==> config.mk <==
export PLATFORM = sky130hd
export DESIGN_NAME = cache_req_clk_bridge
export DESIGN_NICKNAME = d
export VERILOG_FILES = /design/src/rtl/cache_bridge_pkg.sv /design/src/rtl/cache_req_clk_bridge_sync_bit.sv /design/src/rtl/cache_req_clk_bridge.sv
export SDC_FILE = /design/constraint.sdc
export NUM_CORES = 1
export LEC_CHECK = 0
export BUFFER_PORTS_ARGS = -buffer_cell sky130_fd_sc_hd__buf_2
export CORE_ASPECT_RATIO = 0.9
export CORE_MARGIN = 5
export CORE_UTILIZATION = 50
export CTS_CLUSTER_DIAMETER = 100
export CTS_CLUSTER_SIZE = 10
export DETAILED_ROUTE_END_ITERATION = 10
export PLACE_DENSITY = 0.75
export SYNTH_ARGS = -nofsm -noshare
export SYNTH_HDL_FRONTEND = slang
export SYNTH_SLANG_ARGS = --single-unit
==> constraint.sdc <==
create_clock -name clk -period 4 [get_ports clk]
set_input_delay 0.6 -clock clk [delete_from_list [all_inputs] [get_ports clk]]
set_output_delay 0.6 -clock clk [all_outputs]
set_load 0.03 [all_outputs]
==> src/rtl/cache_bridge_pkg.sv <==
// cache_bridge_pkg
// Shared constants and helpers for the clocked cache-request bridge.
//   DEFAULT_DATA_W : default width of the bundled request word.
//   SYNC_STAGES    : depth of the i_drive synchronizer. It is 3 when the
//                    CACHE_BRIDGE_SYNC3_EN macro is defined, otherwise 2.
//   ptr_w / cnt_w  : FIFO pointer and occupancy-counter widths for a depth.
package cache_bridge_pkg;

    localparam int DEFAULT_DATA_W = 64;

`ifdef CACHE_BRIDGE_SYNC3_EN
    localparam int SYNC_STAGES = 3;
`else
    localparam int SYNC_STAGES = 2;
`endif

    function automatic int ptr_w(input int depth);
        return $clog2(depth);
    endfunction

    // Count must represent 0..depth inclusive, hence one extra bit.
    function automatic int cnt_w(input int depth);
        return $clog2(depth) + 1;
    endfunction

endpackage

==> src/rtl/cache_req_clk_bridge_sync_bit.sv <==
// sync_bit
// Single-bit multi-flop synchronizer with synchronous active-high reset to 0.
// Ports:
//   clk : destination clock
//   rst : synchronous active-high reset, clears every stage
//   d   : asynchronous input bit
//   q   : synchronized output (last stage)
// Parameter STAGES (>= 2) sets the number of flops in the chain.
module sync_bit #(
    parameter int STAGES = 2
) (
    input  logic clk,
    input  logic rst,
    input  logic d,
    output logic q
);

    logic [STAGES-1:0] chain;

    always_ff @(posedge clk) begin
        if (rst) begin
            chain <= '0;
        end else begin
            chain <= {chain[STAGES-2:0], d};
        end
    end

    assign q = chain[STAGES-1];

endmodule

==> src/rtl/cache_req_clk_bridge.sv <==
// cache_req_clk_bridge
// Receives the two-phase (transition-signalled) drive token and bundled
// request word from the upstream cache pipeline controller. It converts them
// into a valid/ready stream through a DEPTH-entry FIFO. The free token is
// returned upstream only when there is room for the next request.
// Ports:
//   clk        : sole clock
//   rst        : synchronous active-high reset
//   i_drive    : upstream token, each toggle is one request (async to clk)
//   o_free     : acknowledge, each toggle releases one token
//   i_data     : bundled request word, stable from i_drive toggle to o_free
//   o_valid    : head entry present (registered)
//   i_ready    : consumer accepts head; pop = o_valid & i_ready
//   o_data     : head entry
//   o_count    : current occupancy 0..DEPTH
//   o_overflow : sticky flag, upstream toggled while the FIFO was full
// Macro CACHE_BRIDGE_SYNC3_EN selects a 3-flop synchronizer (default is 2),
// through cache_bridge_pkg::SYNC_STAGES.
module cache_req_clk_bridge
    import cache_bridge_pkg::*;
#(
    parameter int DATA_W = DEFAULT_DATA_W,
    parameter int DEPTH  = 4
) (
    input  logic                    clk,
    input  logic                    rst,
    input  logic                    i_drive,
    output logic                    o_free,
    input  logic [DATA_W-1:0]       i_data,
    output logic                    o_valid,
    input  logic                    i_ready,
    output logic [DATA_W-1:0]       o_data,
    output logic [cnt_w(DEPTH)-1:0] o_count,
    output logic                    o_overflow
);

    localparam int PW = ptr_w(DEPTH);
    localparam int CW = cnt_w(DEPTH);
    localparam logic [CW-1:0] FULL_CNT = CW'(DEPTH);

    logic              drv_s;
    logic              drv_prev;
    logic [PW-1:0]     wr_ptr;
    logic [PW-1:0]     rd_ptr;
    logic [CW-1:0]     count;
    logic              free_pending;
    logic [DATA_W-1:0] mem [DEPTH];

    logic              token;
    logic              pop;
    logic              full;
    logic              push;
    logic              overflow_evt;
    logic [CW-1:0]     count_next;
    logic              free_toggle;
    logic              pending_next;

    sync_bit #(
        .STAGES(SYNC_STAGES)
    ) u_sync_drive (
        .clk(clk),
        .rst(rst),
        .d  (i_drive),
        .q  (drv_s)
    );

    always_comb begin
        token        = drv_s ^ drv_prev;
        pop          = o_valid & i_ready;
        full         = (count == FULL_CNT);
        // A pop on the same edge frees a slot, so a token can still land.
        push         = token & (~full | pop);
        overflow_evt = token & full & ~pop;
        count_next   = count + {{(CW-1){1'b0}}, push} - {{(CW-1){1'b0}}, pop};
        // free_pending implies the FIFO was full. Push and pop at full leaves it
        // full: the pop releases the older held token and the new push holds
        // its own. In every case o_free toggles at most once per edge.
        free_toggle  = (push & (count_next != FULL_CNT)) | (pop & free_pending);
        pending_next = free_pending;
        if (push && (count_next == FULL_CNT)) begin
            pending_next = 1'b1;
        end else if (pop) begin
            pending_next = 1'b0;
        end
    end

    always_ff @(posedge clk) begin
        if (rst) begin
            drv_prev     <= 1'b0;
            wr_ptr       <= '0;
            rd_ptr       <= '0;
            count        <= '0;
            free_pending <= 1'b0;
            o_free       <= 1'b0;
            o_valid      <= 1'b0;
            o_overflow   <= 1'b0;
        end else begin
            drv_prev     <= drv_s;
            count        <= count_next;
            free_pending <= pending_next;
            o_valid      <= (count_next != '0);
            if (push) begin
                wr_ptr <= wr_ptr + PW'(1);
            end
            if (pop) begin
                rd_ptr <= rd_ptr + PW'(1);
            end
            if (free_toggle) begin
                o_free <= ~o_free;
            end
            if (overflow_evt) begin
                o_overflow <= 1'b1;
            end
        end
    end

    // Storage is data only; contents survive reset and are simply unreachable.
    always_ff @(posedge clk) begin
        if (push) begin
            mem[wr_ptr] <= i_data;
        end
    end

    assign o_data  = mem[rd_ptr];
    assign o_count = count;

endmodule

==> results.json, run 1 <==
{
  "hold_buffers": 0,
  "io_pins": 138,
  "post_cts_buffers": 0,
  "nets": 639,
  "antenna_found_initial": 1,
  "yosysTopAreaCellShare": 0.775,
  "clock.fmax_ghz": 0.322,
  "gp_congestion": 0.804,
  "io_buffers": 137,
  "gr-usage-all-layers": 0.156,
  "cts_tree": "yes",
  "setup_ws_ps": 899,
  "max-vdd-ir-drop_mv": 0.412,
  "grt_pass1_wl_um": 27400,
  "drt-initial-drc-count": 279,
  "numCtsBuffers": 31,
  "first_pass_iters": 4,
  "grt_pass1_vias": 4967,
  "fillerInstances": 1337,
  "clock-sinks": 272,
  "cts_max_level": 1,
  "mappedNetlistNets": 482,
  "synth_common_cells": "edfxtp_1, mux4_2, dfxtp_1",
  "path_max_fanout": 34,
  "synth.avg_cell_area_um2": 24.4,
  "final_cells": 826,
  "setup_viol": 0,
  "worstPathRequired_ps": 3400,
  "drc": 0,
  "post_drt_wl_per_cell_um": 21.3,
  "syn_inst": 407,
  "crit_type": "flop to output pin",
  "dp_cells": 781,
  "multiInputGateArea_mm2": 0.00183,
  "yosys.cell_count.top_type": "edfxtp_1",
  "async_flop_share": 0,
  "ys_ff_latch": 272,
  "drive_gt1_frac": 0.428,
  "fin_setup_tns_ps": 0,
  "worst_pin_slew_ps": 1030,
  "p_leak_nw": 3.94,
  "num_vias": 4576,
  "postRouteAntennaNets": 0,
  "grt_remaining_overflow": 0,
  "drv_slew": 0,
  "max_cap_violations": 0,
  "clkLatencyLatePin_ps": 530,
  "vias_per_cell": 5.54,
  "final-seq-area_mm2": 0.00802,
  "worst_hold_slack_ps": 280,
  "crit_arrival_ps": 2500,
  "clkSlewWorstSetupHoldPaths_ps": 50,
  "syn_area_mm2": 0.00992,
  "core_area_mm2": 0.0193,
  "synth-edff-count": 256,
  "synth_area_leaders": "edfxtp_1, mux4_2, dfxtp_1, ha_1, nor2_1",
  "end_kind": "output pin",
  "start_util": 0.513,
  "p_per_area_mw_per_mm2": 595,
  "dp_hpwl_um": 10100,
  "synth-seq-area-share": 0.807,
  "cp-start-kind": "flop",
  "min_period_ps": 3100,
  "yosysWarningCount": 0,
  "synth-main-ff-cell": "edfxtp_1",
  "die_w_um": 158,
  "hold_path.class": "input port to flop",
  "fin_crit_sh": 0.775,
  "row_count": 48,
  "syn_to_final_growth_pct": 18.3,
  "grt_max_degree": 65,
  "finClkSkew_ps": 11.7,
  "total_power_w": 0.00698,
  "die_y_um": 144,
  "synth_cell_types": 28,
  "cts.root.buffer_cell": "clkbuf_16",
  "pre_cts_ws_ps": 637,
  "slew-limit-headroom": 0.316,
  "dieArea_mm2": 0.0228,
  "cts_buffer_depth": 3,
  "hold_viol": 0,
  "status": "complete, no violations",
  "synth_top_area_cell": "edfxtp_1",
  "post_cts_resized": 0,
  "rsz0062_at_grt": "false",
  "drt_wl_total_um": 17600
}
[layout by cell type (no fill, tap or decap), drive strengths merged, types with 3 or more instances in the layout]
cell type / synthesis / routed
nor2b: 5 / 5
and2: 4 / 4
xnor2: 3 / 3
ha: 6 / 6
inv: 7 / 9
mux4: 64 / 64
nand2: 3 / 3
edfxtp: 256 / 256
nor2: 11 / 11
buf: 7 / 139
dfxtp: 16 / 16
clkbuf: 8 / 42
[final cells by class]
type / count / share of cell area
Sequential cell: 272 / 0.683
Multi-Input combinational cell: 113 / 0.156
Clock buffer: 42 / 0.0696
Timing Repair Buffer: 139 / 0.0608
Tap cell: 250 / 0.0266
Inverter: 7 / 0.00224
Clock inverter: 2 / 0.00149
Antenna cell: 1 / 0.000213
[per-stage QoR]
stage | util | instance area (um2)
2_1_floorplan | - | 9920
3_3_place_gp | 0.564 | 10900
3_5_place_dp | 0.564 | 10900
4_1_cts | 0.607 | 11700
5_1_grt | 0.607 | 11700
6_report | 0.607 | 11700
[critical path: stages (launching register included)]
cell and delay [ps]:
dfxtp_4 800, buf_4 380, mux4_2 550, buf_2 200
[layer usage]
metal  track usage  wire, um
met5             0        13
met2         0.258      8550
met1         0.215      7280
met4        0.0341       301
met3        0.0388      1440
[final timing paths]
| path | start | cells after the start | slack [ps] | end |
|---|---|---|---|---|
| max reg2reg | o_valid | 11 | 930 | o_free |
| min reg2reg | u_sync_drive.chain[0] | 1 | 440 | u_sync_drive.chain[1] |
| min | i_data[14] | 1 | 280 | mem[3][14] |
| max | flop | 3 | 900 | o_data[12] |
[logic make-up (layout without fill, tap and decap cells)]
logic type | count (synthesis) | in the layout | synth area share
flops | 272 | 272 | 0.807
fa+ha+maj | 7 | 7 | 0.00958
compound gates | 8 | 8 | 0.00656
buf+inv | 22 | 190 | 0.00921
mux | 66 | 66 | 0.147
other cells | 0 | 1 | 0
xor+xnor | 6 | 6 | 0.00694
simple gates | 26 | 26 | 0.0132
[sequential cells by signal (all words and copies together), names as in the netlist, 2 cells and up, named ones only]
register and count:
rd_ptr 2, o_count 3, mem 256, u_sync_drive.chain 2
wr_ptr 2
[where the power goes]
part | internal (W) | leakage, nW | switching (W)
Sequential | 0.00324 | 2.45 | 0.000128
Clock | 0.00140 | 0.404 | 0.000991
Combinational | 0.000505 | 1.09 | 0.000723
Total | 0.00514 | 3.94 | 0.00184
Power figures use the tool's default switching activity.
==> run 2, diff against run 1 <==
==> constraint.sdc (replaced) <==
create_clock -name clk -period 2.9 [get_ports clk]
set_input_delay 0.435 -clock clk [delete_from_list [all_inputs] [get_ports clk]]
set_output_delay 0.435 -clock clk [all_outputs]
set_load 0.03 [all_outputs]
==> run 2 against run 1 <==
Net effect: hold slack worse by 170 ps; critical endpoint is now o_free; clock skew down 3.3 ps; sequential power up 36%; global-route usage up 0.60 points; register-to-register slack worse by 760 ps.
==> results.json, run 2 (synthesized netlist as in run 1, its figures left out) <==
{
  "rsz0062_at_grt": "false",
  "drt_wl_total_um": 18200,
  "drive_gt1_frac": 0.448,
  "max-vdd-ir-drop_mv": 0.731,
  "cts_tree": "yes",
  "clock-sinks": 272,
  "worst_pin_slew_ps": 524,
  "io_buffers": 137,
  "wl_met3_um": 1400,
  "final-seq-area_mm2": 0.00802,
  "drt-initial-drc-count": 250,
  "fin_crit_sh": 0.943,
  "mostFrequentLayoutCell": "edfxtp_1",
  "r2r_slack_ps": 170,
  "drv_slew": 0,
  "grt_remaining_overflow": 0,
  "cp_top_family": "adder cells",
  "dieArea_mm2": 0.0228,
  "max_stage_delay_ps": 400,
  "numCtsBuffers": 31,
  "cts_buffer_depth": 3,
  "drc": 0,
  "end_kind": "flop",
  "setup_viol": 0,
  "fin_util": 0.616,
  "postRouteAntennaNets": 0,
  "multiInputGateArea_mm2": 0.00184,
  "nets": 653,
  "start_util": 0.513,
  "clock.fmax_ghz": 0.366,
  "largest_register": "mem",
  "crit_start": "drv_prev",
  "path_buf_inv": 2,
  "crit_arrival_ps": 3150,
  "vias_per_cell": 5.54,
  "min_from": "i_data[36]",
  "max_cap_violations": 0,
  "r2r-start": "drv_prev",
  "min_period_ps": 2730,
  "slew-limit-headroom": 0.651,
  "dp_hpwl_um": 11400,
  "fillerInstances": 1366,
  "clkLatencyLatePin_ps": 530,
  "die_w_um": 158,
  "cp-start-kind": "flop",
  "drt-met1-wl_um": 7480,
  "syn_to_final_growth_pct": 20.1,
  "finClkSkew_ps": 8.42,
  "antennaDiodeCount": 0,
  "cts.root.buffer_cell": "clkbuf_16",
  "worstPathCellList": "xnor2_1 -> a21oi_2 -> inv_1 -> ha_1 -> inv_1 -> ha_1 -> fa_1 -> xor3_2 -> nor3_4 -> mux2_1 -> a211o_1",
  "row_count": 48,
  "hold_buffers": 0,
  "path_max_fanout": 3,
  "grt_pass1_wl_um": 28300,
  "worstPathRequired_ps": 3320,
  "p_leak_nw": 4.03,
  "io_pins": 138,
  "post_drt_wl_per_cell_um": 21.7,
  "die_y_um": 144,
  "clkSlewWorstSetupHoldPaths_ps": 50,
  "cp_slowest_cell": "fa_1",
  "largest_register_ffs": 256,
  "crit_type": "flop to flop",
  "fin_setup_tns_ps": 0,
  "highest_layer": "met5",
  "grt_max_degree": 43,
  "hold_viol": 0,
  "setup_ws_ps": 166,
  "core_area_mm2": 0.0193,
  "total_power_w": 0.00972,
  "num_vias": 4647,
  "wl_met2_um": 8960,
  "first_pass_iters": 4,
  "grt_pass1_vias": 4999,
  "gp_congestion": 0.841,
  "p_per_area_mw_per_mm2": 816,
  "cts_max_level": 1,
  "hold_path.class": "input port to flop",
  "gr-usage-all-layers": 0.162,
  "final_cell_mix": "edfxtp_1, buf_2, mux4_2",
  "pre_cts_ws_ps": -39.5,
  "antenna_found_initial": 2,
  "status": "complete, no violations",
  "worst_hold_slack_ps": 113
}
==> run 2: cell count changes in the layout (fill, tap and decap cells not counted), moves of 4 or more <==
cell,delta
buf_4,+9
buf_12,+5
dfxtp_1,-4
dfxtp_2,+4
==> run 2: path summary, 6_finish.rpt <==
kind / cells past startpoint / to
setup reg to reg: 11 / o_free
hold / removal: 1 / mem[3][36]
setup / recovery: 11 / o_free
hold reg to reg: 1 / u_sync_drive.chain[1]
==> run 2: area by class of cell <==
class | count | share of cell area
Timing Repair Buffer | 153 | 0.0739
Clock buffer | 42 | 0.0686
Clock inverter | 2 | 0.00147
Tap cell | 250 | 0.0263
Multi-Input combinational cell | 113 | 0.154
Sequential cell | 272 | 0.673
Inverter | 7 | 0.00221
==> run 2: metal layers <==
metal,track usage,vias to the layer above
li1,-,2050
met1,0.226,2402
met2,0.268,156
met3,0.0379,35
met4,0.0328,4
met5,0,-
==> run 2: power by group <==
group          switching [W]  internal, W
clock                0.00134      0.00193
sequential          0.000128      0.00447
combinational        0.00109     0.000771
total                0.00256      0.00717
==> run 2: per-stage QoR <==
| step | std cells | instance area (um2) |
|---|---|---|
| detailed placement | 794 | 11100 |
| floorplan | 407 | 9930 |
| CTS | 838 | 11900 |
| finish | 839 | 11900 |
| global route | 839 | 11900 |
| global placement | 794 | 11100 |
==> run 2: repair_timing <==
action | CTS | global route
setup endpoints to repair | 0 | 1
resized for setup | 0 | 2
setup buffers | 0 | 1
==> run 3, diff against run 2 <==
--- a/config.mk
+++ b/config.mk
@@ -12,7 +12,7 @@
 export CTS_CLUSTER_DIAMETER = 100
 export CTS_CLUSTER_SIZE = 10
 export DETAILED_ROUTE_END_ITERATION = 10
-export PLACE_DENSITY = 0.75
+export PLACE_DENSITY = 0.78
 export SYNTH_ARGS = -nofsm -noshare
 export SYNTH_HDL_FRONTEND = slang
 export SYNTH_SLANG_ARGS = --single-unit
==> constraint.sdc (replaced) <==
create_clock -name clk -period 2.2 [get_ports clk]
set_input_delay 0.33 -clock clk [delete_from_list [all_inputs] [get_ports clk]]
set_output_delay 0.33 -clock clk [all_outputs]
set_load 0.03 [all_outputs]
==> run 3 against run 2 <==
Net effect: the flow now finishes with violations (negative setup slack); flip-flop and latch count unchanged; via count increased by 6.0%; total power increased by 44%; fmax increased by 5.7%; clock skew increased by 7.5 ps; critical endpoint unchanged; largest power group unchanged.
==> results.json, run 3 (synthesized netlist as in run 1, its figures left out) <==
{
  "status": "complete, but fails checks",
  "violations": "negative setup slack",
  "mostFrequentLayoutCell": "edfxtp_1",
  "dieArea_mm2": 0.0228,
  "postRouteAntennaNets": 0,
  "cts.root.buffer_cell": "clkbuf_16",
  "worstPathCellList": "xnor2_2 -> a21oi_4 -> inv_2 -> ha_4 -> inv_2 -> ha_4 -> fa_2 -> xor3_2 -> nor3_4 -> mux2_4 -> a211o_1",
  "largest_register_ffs": 256,
  "drive_gt1_frac": 0.457,
  "clkSlewWorstSetupHoldPaths_ps": 50,
  "crit_type": "flop to flop",
  "worstPathRequired_ps": 2610,
  "io_buffers": 137,
  "grt_pass1_wl_um": 31100,
  "p_per_area_mw_per_mm2": 1060,
  "min_period_ps": 2590,
  "crit_arrival_ps": 3000,
  "p_leak_nw": 4.53,
  "pre_cts_ws_ps": -644,
  "setup_ws_ps": -386,
  "max-vdd-ir-drop_mv": 0.860,
  "multiInputGateArea_mm2": 0.00190,
  "path_max_fanout": 2,
  "row_count": 48,
  "path_buf_inv": 2,
  "numCtsBuffers": 31,
  "slew-limit-headroom": 0.630,
  "dp_hpwl_um": 11200,
  "largest_register": "mem",
  "gp_congestion": 0.783,
  "finClkSkew_ps": 15.9,
  "final-seq-area_mm2": 0.00803,
  "drt_wl_total_um": 19900,
  "drc": 0,
  "hold_path.class": "input port to flop",
  "core_area_mm2": 0.0193,
  "end_kind": "flop",
  "cp-start-kind": "flop",
  "grt_remaining_overflow": 0,
  "cts_tree": "yes",
  "gr-usage-all-layers": 0.180,
  "fillerInstances": 1258,
  "rsz0062_at_grt": "true",
  "clock.fmax_ghz": 0.387,
  "io_pins": 138,
  "cp_slowest_cell": "dfxtp_2",
  "setup_viol": 52,
  "drt-initial-drc-count": 233,
  "fin_util": 0.681,
  "die_y_um": 144,
  "post_drt_wl_per_cell_um": 21.9,
  "vias_per_cell": 5.43,
  "first_pass_iters": 4,
  "clkLatencyLatePin_ps": 540,
  "worst_hold_slack_ps": 14.6,
  "max_cap_violations": 0,
  "die_w_um": 158,
  "cts_buffer_depth": 3,
  "max_stage_delay_ps": 330,
  "fin_crit_sh": 1.18,
  "worst_pin_slew_ps": 555,
  "antenna_found_initial": 0,
  "grt_max_degree": 38,
  "clock-sinks": 272,
  "num_vias": 4926,
  "antennaDiodeCount": 0,
  "nets": 721,
  "hold_viol": 0,
  "final_cell_mix": "edfxtp_1, buf_2, buf_6",
  "syn_to_final_growth_pct": 32.8,
  "grt_pass1_vias": 5534,
  "cp_top_family": "adder cells",
  "start_util": 0.513,
  "drv_slew": 0,
  "cts_max_level": 1
}
==> run 3: power by group <==
group          internal (W)  total (W)  switching, W
clock network       0.00254    0.00434       0.00181
logic               0.00187    0.00362       0.00176
registers           0.00590    0.00601      0.000110
total                0.0103     0.0140       0.00367
==> run 3: final timing paths <==
check | depth (start not counted) | endpoint | slack (ps) | from
worst max-delay path | 11 | o_free | -390 | u_sync_drive.chain[1]
worst min-delay path | 1 | mem[2][4] | 10 | i_data[4]
worst max register to register | 11 | o_free | -390 | u_sync_drive.chain[1]
worst min register to register | 1 | u_sync_drive.chain[1] | 470 | u_sync_drive.chain[0]
==> run 3: timing repair <==
| action | CTS | global route |
|---|---|---|
| hold buffers | 42 | 1 |
| setup buffers | 13 | 4 |
| setup endpoints to repair | 60 | 68 |
| gates cloned | 7 | 0 |
| resized for setup | 145 | 13 |
| hold endpoints to repair | 149 | 4 |
| pin swaps | 3 | 2 |
==> run 3: area by class of cell <==
type / instances / area share
tap: 250 / 0.0237
multi-input combinational: 113 / 0.144
inverter: 7 / 0.00199
timing repair buffer: 221 / 0.157
clock inverter: 2 / 0.00133
clock buffer: 42 / 0.0620
sequential: 272 / 0.610
==> run 3: layer usage <==
metal / vias up / routed length (um) / global-route usage
met1: 2550 / 7690 / 0.228
li1: 2172 / - / -
met5: - / 0 / 0
met3: 31 / 1220 / 0.0382
met2: 173 / 10600 / 0.323
met4: 0 / 350 / 0.0355
==> run 3: metrics by stage <==
step	setup TNS [ps]	power (W)	std cells	area [um2]
final	-4830	0.0140	907	13200
after global routing	-10120	0.0145	907	13200
after CTS	-9630	0.0141	907	13200
after detailed placement	-881	0.00870	801	11200
after global placement	-545	0.00862	801	11200
after floorplan	-471	0.00788	407	9960
